## config.mk

```make
export PLATFORM = sky130hd
export DESIGN_NAME = vga_scan_generator_flat
export DESIGN_NICKNAME = d
export VERILOG_FILES = /design/src/rtl/vga_scan_generator_pkg.sv /design/src/rtl/vga_scan_generator_if.sv /design/src/rtl/vga_scan_generator_pixel_tick_gen.sv /design/src/rtl/vga_scan_generator.sv /design/src/flat_wrapper.sv
export SDC_FILE = /design/constraint.sdc
export NUM_CORES = 1
export LEC_CHECK = 0
export ABC_AREA = 1
export BUFFER_PORTS_ARGS = -buffer_cell sky130_fd_sc_hd__buf_4
export CORE_MARGIN = 4
export CORE_UTILIZATION = 58
export CTS_BUF_LIST = sky130_fd_sc_hd__clkbuf_8 sky130_fd_sc_hd__clkbuf_16
export DETAILED_ROUTE_END_ITERATION = 10
export GPL_ROUTABILITY_DRIVEN = 0
export PLACE_DENSITY = 0.88
export SLEW_MARGIN = 25
export SYNTH_ARGS = -nofsm -noshare
export SYNTH_HDL_FRONTEND = slang
export SYNTH_SLANG_ARGS = --single-unit
```

## constraint.sdc

```tcl
create_clock -name clk -period 2.6 [get_ports clk]
set_input_delay 0.39 -clock clk [delete_from_list [all_inputs] [get_ports clk]]
set_output_delay 0.39 -clock clk [all_outputs]
set_load 0.02 [all_outputs]
```

## src/rtl/vga_scan_generator_pkg.sv

```systemverilog
// vga_timing_pkg: 640x480@60 raster timing constants, colour type and range helper
package vga_timing_pkg;
    localparam int H_TOTAL     = 800;
    localparam int H_SYNC      = 96;
    localparam int H_VIS_START = 143;
    localparam int H_VIS_END   = 782;
    localparam int V_TOTAL     = 525;
    localparam int V_SYNC      = 2;
    localparam int V_VIS_START = 31;
    localparam int V_VIS_END   = 510;
    typedef logic [11:0] rgb12_t;
    function automatic logic in_span(input logic [9:0] a, input logic [9:0] lo, input logic [9:0] hi);
        return (a >= lo) && (a <= hi);
    endfunction
endpackage

```

## src/rtl/vga_scan_generator_if.sv

```systemverilog
// vga_scan_generator_if: pixel-source and VGA-connector signals of the scan generator
interface vga_scan_generator_if;
    import vga_timing_pkg::*;
    rgb12_t     rgb_in;
    logic [9:0] x;
    logic [9:0] y;
    logic       pix_tick;
    logic       visible;
    logic       frame_start;
    logic       hsync;
    logic       vsync;
    rgb12_t     rgb_out;
    modport master (input rgb_in, output x, y, pix_tick, visible, frame_start, hsync, vsync, rgb_out);
    modport slave (output rgb_in, input x, y, pix_tick, visible, frame_start, hsync, vsync, rgb_out);
endinterface

```

## src/rtl/vga_scan_generator_pixel_tick_gen.sv

```systemverilog
// pixel_tick_gen: divides the system clock down to a one-clk pulse per pixel period
module pixel_tick_gen #(
    parameter int CLK_DIV = 4
) (
    input  logic clk,
    input  logic rst,
    output logic tick
);
    localparam int W = $clog2(CLK_DIV) + 1;
    logic [W-1:0] div;
    assign tick = div == W'(CLK_DIV - 1);
    // count 0..CLK_DIV-1, wrapping on the tick
    always_ff @(posedge clk or posedge rst) begin
        if (rst) div <= '0;
        else div <= tick ? '0 : div + W'(1);
    end
endmodule

```

## src/rtl/vga_scan_generator.sv

```systemverilog
// vga_scan_generator: raster counters, visible/sync decode and pixel-aligned output stage
module vga_scan_generator #(
    parameter int CLK_DIV     = 4,
    parameter int H_TOTAL     = vga_timing_pkg::H_TOTAL,
    parameter int H_SYNC      = vga_timing_pkg::H_SYNC,
    parameter int H_VIS_START = vga_timing_pkg::H_VIS_START,
    parameter int H_VIS_END   = vga_timing_pkg::H_VIS_END,
    parameter int V_TOTAL     = vga_timing_pkg::V_TOTAL,
    parameter int V_SYNC      = vga_timing_pkg::V_SYNC,
    parameter int V_VIS_START = vga_timing_pkg::V_VIS_START,
    parameter int V_VIS_END   = vga_timing_pkg::V_VIS_END
) (
    input logic                  clk,
    input logic                  rst,
    vga_scan_generator_if.master bus
);
    import vga_timing_pkg::*;
    logic [9:0] h;
    logic [9:0] v;
    logic       tick;
    logic       h_end;
    logic       v_end;
    logic       vis;
    logic       hs_q;
    logic       vs_q;
    rgb12_t     rgb_q;
    pixel_tick_gen #(.CLK_DIV(CLK_DIV)) u_tick (.clk(clk), .rst(rst), .tick(tick));
    assign h_end = h == 10'(H_TOTAL - 1);
    assign v_end = v == 10'(V_TOTAL - 1);
    assign vis   = in_span(h, 10'(H_VIS_START), 10'(H_VIS_END)) && in_span(v, 10'(V_VIS_START), 10'(V_VIS_END));
    // advance the raster one pixel per tick; v steps only when a line wraps
    always_ff @(posedge clk or posedge rst) begin
        if (rst) begin
            h <= '0;
            v <= '0;
        end else if (tick) begin
            h <= h_end ? '0 : h + 10'd1;
            v <= h_end ? (v_end ? '0 : v + 10'd1) : v;
        end
    end
    // delay sync and gated colour by one pixel so they stay aligned with each other
    always_ff @(posedge clk or posedge rst) begin
        if (rst) begin
            hs_q  <= 1'b1;
            vs_q  <= 1'b1;
            rgb_q <= '0;
        end else if (tick) begin
            hs_q  <= !(h < 10'(H_SYNC));
            vs_q  <= !(v < 10'(V_SYNC));
            rgb_q <= vis ? bus.rgb_in : 12'h000;
        end
    end
    assign bus.x           = h;
    assign bus.y           = v;
    assign bus.pix_tick    = tick;
    assign bus.visible     = vis;
    assign bus.frame_start = tick && h_end && v_end;
    assign bus.hsync       = hs_q;
    assign bus.vsync       = vs_q;
    assign bus.rgb_out     = rgb_q;
endmodule

```

## src/flat_wrapper.sv

```systemverilog
// flat-port wrapper written by rule: the top's interface ports become plain ports
module vga_scan_generator_flat import vga_timing_pkg::*;
#(
    parameter int CLK_DIV     = 4,
    parameter int H_TOTAL     = vga_timing_pkg::H_TOTAL,
    parameter int H_SYNC      = vga_timing_pkg::H_SYNC,
    parameter int H_VIS_START = vga_timing_pkg::H_VIS_START,
    parameter int H_VIS_END   = vga_timing_pkg::H_VIS_END,
    parameter int V_TOTAL     = vga_timing_pkg::V_TOTAL,
    parameter int V_SYNC      = vga_timing_pkg::V_SYNC,
    parameter int V_VIS_START = vga_timing_pkg::V_VIS_START,
    parameter int V_VIS_END   = vga_timing_pkg::V_VIS_END
)
  (clk, rst, bus_rgb_in, bus_x, bus_y, bus_pix_tick, bus_visible, bus_frame_start, bus_hsync, bus_vsync, bus_rgb_out);
  vga_scan_generator_if bus_i ();
  input logic clk;
  input logic rst;
  input wire logic [$bits(bus_i.rgb_in)-1:0] bus_rgb_in;
  output wire logic [$bits(bus_i.x)-1:0] bus_x;
  output wire logic [$bits(bus_i.y)-1:0] bus_y;
  output wire logic [$bits(bus_i.pix_tick)-1:0] bus_pix_tick;
  output wire logic [$bits(bus_i.visible)-1:0] bus_visible;
  output wire logic [$bits(bus_i.frame_start)-1:0] bus_frame_start;
  output wire logic [$bits(bus_i.hsync)-1:0] bus_hsync;
  output wire logic [$bits(bus_i.vsync)-1:0] bus_vsync;
  output wire logic [$bits(bus_i.rgb_out)-1:0] bus_rgb_out;
  assign bus_i.rgb_in = bus_rgb_in;
  assign bus_x = bus_i.x;
  assign bus_y = bus_i.y;
  assign bus_pix_tick = bus_i.pix_tick;
  assign bus_visible = bus_i.visible;
  assign bus_frame_start = bus_i.frame_start;
  assign bus_hsync = bus_i.hsync;
  assign bus_vsync = bus_i.vsync;
  assign bus_rgb_out = bus_i.rgb_out;
  vga_scan_generator #(.CLK_DIV(CLK_DIV), .H_TOTAL(H_TOTAL), .H_SYNC(H_SYNC), .H_VIS_START(H_VIS_START), .H_VIS_END(H_VIS_END), .V_TOTAL(V_TOTAL), .V_SYNC(V_SYNC), .V_VIS_START(V_VIS_START), .V_VIS_END(V_VIS_END)) u_core (.clk(clk), .rst(rst), .bus(bus_i));
endmodule
```

# Yosys cells after proc, flatten, opt, wreduce, memory -nomap -nowiden
# Cells that the tools add are included.
# Widths: inputs -> output; s select.
word_totals:
  register_bits: 37
  out_inout_bits: 37
  wordCells: 30
classes:
  addsub: 3
  n_lt_le_gt_ge: 6
  n_eq_ne: 3
  n_mux: 4
  reduce_logical: 8
ops:
  columns: ["cell", "n"]
  rows:
  - ["$add 10x1->10 const B", 2]
  - ["$eq 10x10->1 const B", 2]
  - ["$mux 10", 2]
  - ["$mux 12", 1]
  - ["$ge 10x5->1 const B", 1]
  - ["$ge 10x8->1 const B", 1]
  - ["$le 10x10->1 const B", 1]
  - ["$le 10x9->1 const B", 1]
  - ["$lt 10x2->1 const B", 1]
  - ["$lt 10x7->1 const B", 1]
  - ["$logic_and 1x1->1", 5]
  - ["$add 3x1->3 const B", 1]
  - ["$eq 3x2->1 const B", 1]
  - ["$mux 3", 1]
  - ["$logic_not 1->1", 2]
  - ["$reduce_and 2->1", 1]

# Longest topological paths before layout
logic_depth:
  depth_word: 4
  mapped_depth: 9

# Cells and area by module
# From an unflattened synthesis, not the netlist that was laid out.
unflattened:
  cells_unflattened: 284
  hier_area_um2: 2160.8
modules_own_cells:
  columns: ["module", "instances", "cells_each", "area_per_inst_um2", "seq_area_each_um2"]
  rows:
  - ["vga_scan_generator", 1, 272, 2040.7, 853.3]
  - ["pixel_tick_gen", 1, 12, 120.1, 75.1]

# Worst setup path before layout
# No wires, ideal clock.
synth_path:
  kind: "flip-flop to output port"
  from: "reg u_core.h[0] (netlist: u_core.bus.x[0])"
  to: "out bus_frame_start"
  arrival_time_ns: 1.480
  slack_ns: 0.730
  path_stages_with_launch: 7
  path_buffers: 1
  path_cell_list: "dfrtp_1 ha_1 nand3_2 inv_2 nand4_1 buf_2 nor2_1"
synth_via:
  elab_chain_len: 3
synth_rtl:
  columns: ["item", "line", "text"]
  rows:
  - ["from (decl)", "vga_scan_generator.sv:18", "logic [9:0] h;"]
  - ["from (signal assigned)", "vga_scan_generator.sv:37", "h <= h_end ? '0 : h + 10'd1;"]
  - ["$eq 10x10->1", "vga_scan_generator.sv:28", "assign h_end = h == 10'(H_TOTAL - 1);"]
  - ["$logic_and 1x1->1 (2 in series)", "vga_scan_generator.sv:57", "assign bus.frame_start = tick && h_end && v_end;"]
  - ["to (decl)", "flat_wrapper.sv:23", "output wire logic [$bits(bus_i.frame_start)-1:0] bus_frame_start;"]
# Every way passes these cells.

# Worst setup path after layout
layout_path:
  from: "reg u_core.h[0] (netlist: u_core.bus.x[0])"
  to: "out bus_visible"
layout_via:
  elab_chain_len: 3
  word_cells_on_any_way: 4
  cone_classes: "order compare (2); reduce/logical (2)"
layout_rtl:
  columns: ["item", "line", "text"]
  rows:
  - ["$ge 10x8->1 or $le 10x10->1 (tied branches)", "vga_scan_generator_pkg.sv:13", "return (a >= lo) && (a <= hi);"]
  - ["$logic_and 1x1->1 *", "vga_scan_generator_pkg.sv:13", null]
  - ["$logic_and 1x1->1 *", "vga_scan_generator.sv:30", "assign vis = in_span(h, 10'(H_VIS_START), 10'(H_VIS_END)) && in_span(v, 10'(V_VIS_START), 10'(V_VIS_END));"]
  - ["to (decl)", "flat_wrapper.sv:22", "output wire logic [$bits(bus_i.visible)-1:0] bus_visible;"]
# Mark *: on every way between the ends. The rest lies on a longest branch, timed or not.

==> qor.yml <==
worst_clock_skew_ps: 6.57
synth_cell_type_count: 28
holdWs_ps: 196
cp-start-kind: "flop"
cp_slowest_cell: "dfrtp_1"
start_util: 0.627
hold_path.class: "input pin to asynchronous set/reset pin"
rsz0062_at_grt: "false"
power.internal_mw: 0.899
cap_viol_max_count: 0
final_area_sq_um: 2690
synthArstFlopShare: 1.00
crit_chain: "ha_1 > nand3_2 > inv_2 > nor2_2 > nor2_4 > and2_1 > buf_4"
cts.sinks: 37
fp.dieH_um: 69.3
yosys_warnings: 0
tightest_slew_ps: 503
viasPerCell: 5.11
antenna_found_initial: 0
dp_hpwl_mm: 3.60
nets: 346
worst_r2r_endpoint: "u_core.bus.y[3]"
grt_pass1_vias: 1863
dieArea_sq_um: 4800
mostFrequentLayoutCells: "65 x nand2_1, 54 x buf_4, 38 x inv_1, 37 x nor2_1, 35 x dfrtp_1"
timing.final.ws_setup_ps: 333
grt_max_degree: 38
drive_gt1_frac: 0.295
reg2reg_depth: 7
dpl_cell_area_sq_um: 2570
relSlewSlack: 0.664
reg2reg_from: "u_core.u_tick.div[0]"
ant_nets: 0
p_comb_frac: 0.028
rows: 21
reg2reg_slack_ps: 750
cts_resized: 0
grt_overflow_total: 0
finalHoldViolations: 0
dp.cells: 367
yosys_most_used_dff: "dfrtp_1"
dieWidth_um: 69.3
path_delay_family: "simple AND/OR/NAND/NOR gates"
worstPathRequired_ps: 2210
clk_latency_ps: 290
p_sw_frac: 0.191
period_share: 0.872
busiest_layer: "met2"
synth_edf_count: 0
drt_wl_total_mm: 4.84
slowest_delay_ps: 430
use_met2: 0.344
met1_usage: 0.267
core_area_sq_um: 3470
path_class: "flop to output port"
avgSynthCellArea_sq_um: 7.86
drt-initial-drc-count: 149
post-route-drc-count: 0
dr.pass1.iters: 4
synth_cells: 277
cts_max_path_buffers: 2
timing.final.max_slew_violations: 0
place_ws_ps: 637
diodes: 0
leakage_nw: 1.40
cts_hold_buf: 0
ys_ff_latch: 37
cp.arrival_ps: 1880
port_buffers: 50
finalSetupViolCount: 0
ir_worst_vdd_uv: 329
power_density_nw_per_um2: 413
ios: 51
htree_levels: 2
finalNonFillerCells: 375
track_usage: 0.213
critPathBufInv: 2
endpoint_kind: "output port"
grt_pass1_wl_mm: 8.31
period_minus_slack_ps: 2270
wl_per_cell_um: 12.9
path_clk_slew_ps: 70
cts_tree: "yes"
fmaxAchievable_mhz: 441
seqPwrFrac: 0.518
clockPowerShare: 0.454
clock-root-buffer: "clkbuf_8"
setup_tns_ps: 0
post_cts_buffers: 0
syn_area_sq_um: 2180
p_switching_mw: 0.212
syn_nets: 295
crit_fanout: 13
grt_util_met3: 0.0594
yosysSeqAreaShare: 0.427
detailroute.via_count: 1918
final_common_cell: "nand2_1"
status: "complete, no violations"
cts_buffers: 5
syn2layout_area_growth_pct: 23.5
-- worst reg2reg max path, stage by stage (launching register included) --
cell and delay, ps:
dfrtp_1 350, ha_1 170, inv_1 50, nor2_2 300, inv_2 310, nor2_4 390, nand3_1 110, o21ai_0 90
-- area by class of cell --
type	instances	area (sq um)
fillers	273	782
clock inverters	2	33.8
clock buffers	6	82.6
inverters	41	154
repair buffers	54	405
well taps	46	57.6
flip-flops and latches	37	928
multi-input cells	189	1020
-- power groups by stage --
stage               clock network [mW]  registers [mW]  logic (mW)
floorplan                            0           0.586      0.0118
global placement                     0           0.586      0.0309
detailed placement                   0           0.586      0.0318
CTS                              0.511           0.575      0.0321
global route                     0.547           0.575      0.0353
finish                           0.504           0.576      0.0310
-- metrics by stage --
step / power (mW) / util
4_1_cts: 1.12 / 0.775
6_report: 1.11 / 0.775
3_3_place_gp: 0.617 / 0.741
5_1_grt: 1.16 / 0.775
2_1_floorplan: 0.598 / -
3_5_place_dp: 0.618 / 0.741
-- Yosys cell counts (2+ instances only) --
master	instances	area, sq um
a21oi_1	3	15.0
buf_2	4	20.0
buf_6	3	33.8
clkbuf_1	2	7.51
dfrtp_1	35	876
dfstp_2	2	52.6
ha_1	4	50.1
inv_1	37	139
inv_2	4	15.0
nand2_1	65	244
nand3_1	20	100
nand3_2	14	140
nand4_1	10	62.6
nor2_1	37	139
nor2_2	6	37.5
nor2_4	2	22.5
o21ai_0	11	55.1
o21ai_2	3	26.3
xor2_1	6	52.6
-- metal layers --
layer / vias to the layer above / routed length [um]
li1: 967 / -
met1: 868 / 2060
met2: 69 / 2310
met3: 14 / 347
met4: 0 / 119
met5: - / 0
-- state kept, by name (all words and copies together), names as in the netlist --
name                cells
u_core.bus.rgb_out     12
u_core.u_tick.div       3
u_core.bus.x           10
u_core.bus.hsync        1
u_core.bus.vsync        1
u_core.bus.y           10
-- logic make-up (layout without fill, tap and decap cells) --
family / Yosys count / in the layout / synth area share
DFF: 37 / 37 / 0.427
AOI/OAI and AO/OA: 19 / 19 / 0.0558
xor gates and xnor gates: 7 / 7 / 0.0282
adders and majority gates: 4 / 4 / 0.0230
and+or+nand+nor: 159 / 159 / 0.364
buffers and inverters: 51 / 103 / 0.102
-- how the worst max path moves through the flow --
stage               startpoint               to  slack [ps]  depth (start not counted)
6_report       u_core.bus.x[0]      bus_visible         330                          7
5_1_grt        u_core.bus.x[0]      bus_visible         240                          7
4_1_cts        u_core.bus.x[0]      bus_visible         320                          7
3_5_place_dp   u_core.bus.x[0]      bus_visible         640                          7
3_3_place_gp   u_core.bus.x[0]      bus_visible         680                          7
2_1_floorplan  u_core.bus.x[0]  bus_frame_start         730                          6
(Power assumes the default switching activity.)
